==> src/rtl/demux1h_stream.sv <==
// ---------------------------------------------------------------------------
// demux1h_stream
//
// Routes a valid/ready stream to one of P_CNT output lanes. The lane is chosen
// by a one-hot select vector. Each lane is a single register stage, so a lane
// can take a new word in the same cycle that its current word drains.
// Transfers whose select is not exactly one-hot are still accepted, so the
// upstream never stalls on them. They are then thrown away, counted in a
// saturating drop counter, and recorded in a sticky error flag.
//
// Ports
//   clk                 single clock, all state updates on the rising edge
//   rst_n               asynchronous, active-low reset
//   input_valid         upstream transfer request
//   input_ready         block can accept the presented word this cycle
//   input_payload       P_W-bit data word
//   input_select_vec    one-hot destination lane
//   output_valid_vec    per-lane valid, straight from flops
//   output_ready_vec    per-lane downstream ready
//   output_payload_vec  lane i payload at bits [i*P_W +: P_W], straight from flops
//   drop_cnt            saturating count of discarded illegal-select transfers
//   select_err          sticky flag, set once any illegal select is accepted
// ---------------------------------------------------------------------------
module demux1h_stream #(
    parameter int P_CNT = 4,
    parameter int P_W   = 8
) (
    input  logic                   clk,
    input  logic                   rst_n,
    input  logic                   input_valid,
    output logic                   input_ready,
    input  logic [P_W-1:0]         input_payload,
    input  logic [P_CNT-1:0]       input_select_vec,
    output logic [P_CNT-1:0]       output_valid_vec,
    input  logic [P_CNT-1:0]       output_ready_vec,
    output logic [P_CNT*P_W-1:0]   output_payload_vec,
    output logic [15:0]            drop_cnt,
    output logic                   select_err
);

    localparam logic [P_CNT-1:0] SEL_ONE = P_CNT'(1);

    logic               sel_legal;
    logic               sel_free;
    logic               xfer;
    logic               drop;
    logic [P_CNT-1:0]   lane_free;
    logic [P_CNT-1:0]   lane_load;
    logic [P_CNT-1:0]   lane_drain;

    // Handshake decode.
    // The select is legal when it has exactly one bit set. Subtracting one
    // clears the lowest set bit, so a nonzero select that becomes zero after
    // that operation has exactly one bit.
    // A lane is free when it is empty or when it drains this cycle. This lets
    // a lane accept a new word while its old word leaves, so there is no
    // bubble between words.
    // Illegal selects always get ready, because they are dropped.
    // input_valid is used only to qualify the transfer, so ready never waits
    // on valid.
    always_comb begin
        sel_legal   = (input_select_vec != '0) &&
                      ((input_select_vec & (input_select_vec - SEL_ONE)) == '0);
        lane_free   = ~output_valid_vec | output_ready_vec;
        sel_free    = |(input_select_vec & lane_free);
        input_ready = ~sel_legal | sel_free;
        xfer        = input_valid & input_ready;
        lane_load   = (xfer && sel_legal) ? input_select_vec : '0;
        lane_drain  = output_valid_vec & output_ready_vec;
        drop        = xfer & ~sel_legal;
    end

    // Lane register stages.
    // A load takes priority over a drain, so a simultaneous drain and load
    // leaves the lane full with the new word.
    // A drain alone clears only the valid bit. The payload keeps its last
    // value, which keeps the data flops from toggling when there is no need.
    always_ff @(posedge clk or negedge rst_n) begin
        if (!rst_n) begin
            output_valid_vec   <= '0;
            output_payload_vec <= '0;
        end else begin
            for (int i = 0; i < P_CNT; i++) begin
                if (lane_load[i]) begin
                    output_valid_vec[i]                 <= 1'b1;
                    output_payload_vec[i*P_W +: P_W]    <= input_payload;
                end else if (lane_drain[i]) begin
                    output_valid_vec[i]                 <= 1'b0;
                end
            end
        end
    end

    // Bookkeeping for dropped transfers.
    // The counter stops at all-ones instead of wrapping, so a long run of bad
    // selects can never read back as a small count. The error flag can be
    // cleared only by reset.
    always_ff @(posedge clk or negedge rst_n) begin
        if (!rst_n) begin
            drop_cnt   <= 16'h0000;
            select_err <= 1'b0;
        end else if (drop) begin
            select_err <= 1'b1;
            if (drop_cnt != 16'hFFFF) begin
                drop_cnt <= drop_cnt + 16'd1;
            end
        end
    end

endmodule
==> config.mk <==
export PLATFORM = sky130hd
export DESIGN_NAME = demux1h_stream
export DESIGN_NICKNAME = d
export VERILOG_FILES = /design/src/rtl/demux1h_stream.sv
export SDC_FILE = /design/constraint.sdc
export NUM_CORES = 1
export LEC_CHECK = 0
export BUFFER_PORTS_ARGS = -buffer_cell sky130_fd_sc_hd__buf_2
export CAP_MARGIN = 5
export CELL_PAD_IN_SITES_DETAIL_PLACEMENT = 0
export CELL_PAD_IN_SITES_GLOBAL_PLACEMENT = 1
export CORE_MARGIN = 2
export CORE_UTILIZATION = 35
export DETAILED_ROUTE_END_ITERATION = 7
export PLACE_DENSITY_LB_ADDON = 0.2
export SETUP_SLACK_MARGIN = 0.5
export SYNTH_ARGS = -nofsm -noshare
export SYNTH_HDL_FRONTEND = slang
export SYNTH_SLANG_ARGS = --single-unit
==> constraint.sdc <==
create_clock -name clk -period 2.1 [get_ports clk]
set_input_delay 0.42 -clock clk [delete_from_list [all_inputs] [get_ports clk]]
set_output_delay 0.42 -clock clk [all_outputs]
set_load 0.01 [all_outputs]
==> flow_metrics.env, run 1 <==
export IMPL_syn_avg_cell_area_sq_um=13.6
export IMPL_fp_dieW_um=85.4
export IMPL_dp_cells=333
export IMPL_ys_async_sr_fraction=1.00
export IMPL_syn_cell_area_sq_um=2320
export IMPL_wl_met2_um=2680
export IMPL_grt_pass1_vias=1713
export IMPL_slew_viol_final=0
export IMPL_worst_slack_ns=0.188
export IMPL_die_area_sq_um=7290
export IMPL_holdBufCountCts=0
export IMPL_via_per_inst=4.97
export IMPL_nFillCells=606
export IMPL_ant_nets=0
export IMPL_synth_net_count=190
export IMPL_cp_slowest_cell="or4b_4"
export IMPL_ff_latch_area_sq_um=1330
export IMPL_synth_edf_count=0
export IMPL_setup_viol=0
export IMPL_fin_util=0.514
export IMPL_vias=1753
export IMPL_synth_common_cells="dfrtp_1 (53), mux2_2 (34), xor2_1 (12)"
export IMPL_firstDrtPassIters=4
export IMPL_syn_instance_count=170
export IMPL_cp_required_ns=1.68
export IMPL_power_mw=3.12
export IMPL_grt_overflow=0
export IMPL_path_clk_slew_ns=0.10
export IMPL_max_cap_violations=0
export IMPL_diodes=0
export IMPL_finalCriticalPeriod_ns=1.91
export IMPL_finalCritPeriodShare=0.910
export IMPL_synth_top_family_by_area="multiplexers"
export IMPL_max_slew_margin_rel=0.769
export IMPL_dpl_hpwl_um=3740
export IMPL_routed_top_layer="met4"
export IMPL_yosysUniqueCellTypes=29
export IMPL_io_pins=73
export IMPL_root_buffer="clkbuf_8"
export IMPL_slowest_delay_ns=0.54
export IMPL_worstPathArrival_ns=1.49
export IMPL_clock_skew_final_ns=0.00984
export IMPL_fp_dieH_um=85.4
export IMPL_status="complete, no violations"
export IMPL_drive_gt1_frac=0.587
export IMPL_power_per_cell_area_nw_per_um2=951
export IMPL_gp_congestion=0.785
export IMPL_yosys_warnings=0
export IMPL_fin_nets=296
export IMPL_synth_top_cell_area_share=0.572
export IMPL_critPathTopFamily="simple AND/OR/NAND/NOR gates"
export IMPL_startpoint_type="primary input"
export IMPL_numClockSinks=53
export IMPL_clkLatencyLatePin_ns=0.30
export IMPL_htreeDepth=2
export IMPL_fin_cells=353
export IMPL_synth_area_leaders="dfrtp_1 (57%), mux2_2 (17%), xor2_1 (4.5%)"
export IMPL_vdd_drop_max_mv=0.586
export IMPL_met1_length_um=2400
export IMPL_ys_ff_latch=53
export IMPL_synth_compound_area_share=0.0826
export IMPL_placed_area_sq_um=3020
export IMPL_clock_fmax_ghz=0.523
export IMPL_port_buffers=72
export IMPL_route_detailed_drc=0
export IMPL_yosysMostFrequentCell="dfrtp_1"
export IMPL_path_buf_inv=2
export IMPL_design_area_sq_um=3280
export IMPL_hold_class="primary input to async pin"
export IMPL_antenna_found_initial=0
export IMPL_cts_tree="done"
export IMPL_multi_input_area_sq_um=1100
export IMPL_num_rows=29
export IMPL_grt_pass1_wl_um=8740
export IMPL_grt_max_degree=54
export IMPL_synthAdderAreaFrac=0.00540
export IMPL_seq_area_frac_synth=0.572
export IMPL_rsz0062_at_grt="true"
export IMPL_grt_usage=0.150
export IMPL_met3WireLength_um=265
export IMPL_routedWlPerCell_um=15.2
export IMPL_crit_chain="buf_6 > or4b_4 > o211a_4 > nand3b_1 > buf_2"
export IMPL_hold_worst_slack_ns=0.0795
export IMPL_p_leak_nw=1.56
export IMPL_synthMuxAreaShare=0.165
export IMPL_initial_core_util=0.363
export IMPL_setup_tns_ns=0
export IMPL_clockBufferDepth=2
export IMPL_drt_initial_drc_count=60
export IMPL_cts_buffers=5
export IMPL_area_delta_synth_final_pct=41.7
export IMPL_coreArea_sq_um=6390
export IMPL_synthXorXnorAreaFrac=0.0529
export IMPL_tightest_slew_ns=0.346
export IMPL_ys_flop_type="dfrtp_1"
export IMPL_yosysTopAreaCell="dfrtp_1"
export IMPL_cp_end_kind="output port"
export IMPL_place_ws_ns=-0.0425
export IMPL_worstSetupPathType="primary input to output port"
export IMPL_synthSimpleGateAreaFrac=0.112
export IMPL_critPathMaxFanout=3
export IMPL_wl_um=5380
export IMPL_hold_viol_final=0
cell type report:
| cell class | instances | area share |
|---|---|---|
| Clock buffer | 6 | 0.0221 |
| Tap cell | 77 | 0.0293 |
| Inverter | 5 | 0.00571 |
| Timing Repair Buffer | 100 | 0.200 |
| Clock inverter | 1 | 0.00267 |
| Multi-Input combinational cell | 111 | 0.336 |
| Sequential cell | 53 | 0.404 |
path summary, 6_finish.rpt:
kind                                          end                 from  cells past startpoint  slack [ns]
hold reg to reg                        select_err           select_err                      1        0.48
min in group clk           output_payload_vec[16]     input_payload[0]                      2        0.39
max in group asynchronous            drop_cnt[15]                rst_n                      2        1.73
setup reg to reg                     drop_cnt[11]          drop_cnt[1]                      7        0.41
setup / recovery                      input_ready  input_select_vec[2]                      5        0.19
hold / removal                        drop_cnt[4]                rst_n                      2        0.08
placed cells by master, fill, tap and decap left out, types with 2 or more instances in the layout:
cell       n
nor4_2     5
buf_12     6
a211oi_4   4
nor3b_2    2
xor2_1    12
buf_2     70
inv_1      5
clkbuf_8   5
dfrtp_1   53
mux2_4     8
buf_4     22
or4b_4     2
o211ai_1   2
nand2_1    7
nand2b_1   5
and3_1     2
buf_6      2
a21o_1     4
nand4_1    3
a22oi_2    2
nand3_1    5
mux2_2    26
nor3_1     5
xnor2_1    2
logic make-up (layout without fill, tap and decap cells):
logic type      after synthesis  count (layout)
compound gates               17              17
xor+xnor                     14              14
fa+ha+maj                     1               1
buf+inv                       6             112
flops                        53              53
mux                          34              34
simple gates                 45              45
per-layer routing:
layer / up-vias / GRT usage
met1: 875 / 0.211
met2: 35 / 0.232
met4: 0 / 0.0390
li1: 839 / -
met3: 4 / 0.0389
met5: - / 0
flip-flops by register name (all words and copies together), names as in the netlist:
name	cells
drop_cnt	16
output_payload_vec	32
select_err	1
output_valid_vec	4
report_power, final:
group	internal, mW	switching, mW
Sequential	1.30	0.228
Clock	0.232	0.325
Combinational	0.565	0.472
what timing repair did:
item | 4_1_cts | 5_1_grt
cloned | 0 | 0
endpoints found under the setup margin | 43 | 53
resized for setup | 3 | 12
endpoints found under the hold margin | 0 | 0
pin swaps | 5 | 4
setup buffers | 9 | 4
No activity file was read; power rests on OpenSTA's default activity.
==> run 2: changes to the inputs <==
--- a/config.mk
+++ b/config.mk
@@ -5,14 +5,14 @@
 export SDC_FILE = /design/constraint.sdc
 export NUM_CORES = 1
 export LEC_CHECK = 0
-export BUFFER_PORTS_ARGS = -buffer_cell sky130_fd_sc_hd__buf_2
-export CAP_MARGIN = 5
+export BUFFER_PORTS_ARGS = -buffer_cell sky130_fd_sc_hd__buf_4
 export CELL_PAD_IN_SITES_DETAIL_PLACEMENT = 0
 export CELL_PAD_IN_SITES_GLOBAL_PLACEMENT = 1
 export CORE_MARGIN = 2
 export CORE_UTILIZATION = 35
 export DETAILED_ROUTE_END_ITERATION = 7
 export PLACE_DENSITY_LB_ADDON = 0.2
+export RECOVER_POWER = 25
 export SETUP_SLACK_MARGIN = 0.5
 export SYNTH_ARGS = -nofsm -noshare
 export SYNTH_HDL_FRONTEND = slang
==> run 2 against run 1 <==
Effect of this change: sequential share of layout area is 2.2 points lower; largest cell class unchanged; worst hold slack gained 0.30 ns; non-clock buffer count rose by 1; critical path depth did not move; clock-buffer cell count unchanged; total power up 6.4%; final cell count rose by 0.28%; via count is 0.11% higher; sequential power about the same; highest routed layer unchanged; flip-flop and latch count stayed put.
==> flow_metrics.env, run 2 (synthesized netlist as in run 1, its figures left out) <==
export IMPL_p_leak_nw=1.62
export IMPL_drive_gt1_frac=0.596
export IMPL_firstDrtPassIters=4
export IMPL_holdBufCountCts=0
export IMPL_clockBufferDepth=2
export IMPL_worstSetupPathType="primary input to output port"
export IMPL_hold_worst_slack_ns=0.378
export IMPL_io_pins=73
export IMPL_fp_dieW_um=85.4
export IMPL_hold_viol_final=0
export IMPL_finalCritPeriodShare=0.919
export IMPL_cts_tree="done"
export IMPL_wl_um=5480
export IMPL_worstPathArrival_ns=1.51
export IMPL_initial_core_util=0.363
export IMPL_clock_skew_final_ns=0.00966
export IMPL_die_area_sq_um=7290
export IMPL_slew_viol_final=0
export IMPL_cp_required_ns=1.68
export IMPL_power_frac_seq=0.463
export IMPL_grt_max_degree=54
export IMPL_vias=1755
export IMPL_cp_end_kind="output port"
export IMPL_num_rows=29
export IMPL_startpoint="input_select_vec[3]"
export IMPL_antenna_found_initial=0
export IMPL_internal_power_mw=2.27
export IMPL_swShare=0.315
export IMPL_diodes=0
export IMPL_crit_end="input_ready"
export IMPL_grt_pass1_wl_um=9050
export IMPL_fin_nets=297
export IMPL_hold_class="primary input to register"
export IMPL_power_per_cell_area_nw_per_um2=956
export IMPL_grt_overflow=0
export IMPL_finalCriticalPeriod_ns=1.93
export IMPL_power_mw=3.32
export IMPL_critPathMaxFanout=3
export IMPL_port_buffers=72
export IMPL_p_comb_frac=0.371
export IMPL_r2r_start="drop_cnt[0]"
export IMPL_regMostFlops="output_payload_vec"
export IMPL_root_buffer="clkbuf_8"
export IMPL_ant_nets=0
export IMPL_clock_fmax_ghz=0.518
export IMPL_status="complete, no violations"
export IMPL_route_detailed_drc=0
export IMPL_final_cell_mix="buf_4 (92), dfrtp_1 (53), mux2_2 (26)"
export IMPL_nFillCells=553
export IMPL_rrSetupSlack_ns=0.44
export IMPL_fp_dieH_um=85.4
export IMPL_top_regs="output_payload_vec (32), drop_cnt (16), output_valid_vec (4)"
export IMPL_reg2regPathDepth=6
export IMPL_switching_power_mw=1.05
export IMPL_power_frac_clock=0.166
export IMPL_grt_usage=0.156
export IMPL_r2r_end="drop_cnt[2]"
export IMPL_largest_register_ffs=32
export IMPL_max_cap_violations=0
export IMPL_gp_congestion=0.823
export IMPL_path_clk_slew_ns=0.10
export IMPL_clkLatencyLatePin_ns=0.30
export IMPL_cts_buffers=5
export IMPL_setup_viol=0
export IMPL_drt_initial_drc_count=72
export IMPL_rsz0062_at_grt="true"
export IMPL_dpl_hpwl_um=3830
export IMPL_area_delta_synth_final_pct=49.8
export IMPL_max_slew_margin_rel=0.109
export IMPL_grt_pass1_vias=1763
export IMPL_htreeDepth=2
export IMPL_routedWlPerCell_um=15.5
export IMPL_mostFrequentLayoutCell="buf_4"
export IMPL_via_per_inst=4.96
export IMPL_vdd_drop_max_mv=0.490
export IMPL_coreArea_sq_um=6390
export IMPL_tightest_slew_ns=1.34
export IMPL_numClockSinks=53
export IMPL_startpoint_type="primary input"
run 2: how the worst min path moves through the flow:
| stage | slack (ns) | cells past startpoint | end | start |
|---|---|---|---|---|
| floorplan | 0.12 | 0 | drop_cnt[0] | rst_n |
| global placement | 0.46 | 1 | select_err | select_err |
| detailed placement | 0.46 | 1 | select_err | select_err |
| CTS | 0.18 | 1 | drop_cnt[4] | rst_n |
| global route | 0.37 | 2 | output_payload_vec[12] | input_payload[4] |
| finish | 0.38 | 2 | output_payload_vec[7] | input_payload[7] |
run 2: repair_timing:
action / CTS / global route
pin swaps: 7 / 9
endpoints found under the setup margin: 43 / 52
gates resized for setup: 7 / 12
setup buffers: 12 / 3
run 2: final cells by class:
| cell class | count | area [sq um] | area share |
|---|---|---|---|
| clock buffers | 6 | 72.6 | 0.0209 |
| inverters | 5 | 18.8 | 0.00541 |
| repair buffers | 101 | 830 | 0.239 |
| flip-flops and latches | 53 | 1330 | 0.382 |
| multi-input cells | 111 | 1120 | 0.323 |
| clock inverters | 1 | 8.76 | 0.00252 |
| well taps | 77 | 96.3 | 0.0277 |
run 2: worst max-delay path, stage by stage:
cell and delay, ns:
buf_6 0.09, or4b_4 0.54, o211a_4 0.16, nand3b_1 0.15, buf_4 0.15
run 2: through the flow:
step           std cells  setup TNS, ns  instance area (sq um)  utilization  setup WS [ns]
2_1_floorplan        170              0                   2380            -         0.0909
3_3_place_gp         332         -0.183                   3180        0.498        -0.0317
3_5_place_dp         332         -0.530                   3180        0.498        -0.0409
4_1_cts              351              0                   3380        0.529          0.163
5_1_grt              354              0                   3470        0.544          0.137
6_report             354              0                   3470        0.544          0.170
run 2: power groups by stage:
stage	Combinational (mW)	Clock, mW	Sequential (mW)
2_1_floorplan	0.374	0	1.65
3_3_place_gp	1.09	0	1.56
3_5_place_dp	1.10	0	1.57
4_1_cts	1.21	0.575	1.54
5_1_grt	1.33	0.612	1.59
6_report	1.23	0.551	1.54
run 2: layer usage:
layer  global-route usage  up-vias  share of wire
met2                0.246       39           0.51
met3               0.0360        2          0.041
li1                     -      833              -
met5                    0        -              0
met4               0.0346        0         0.0042
met1                0.220      881           0.44
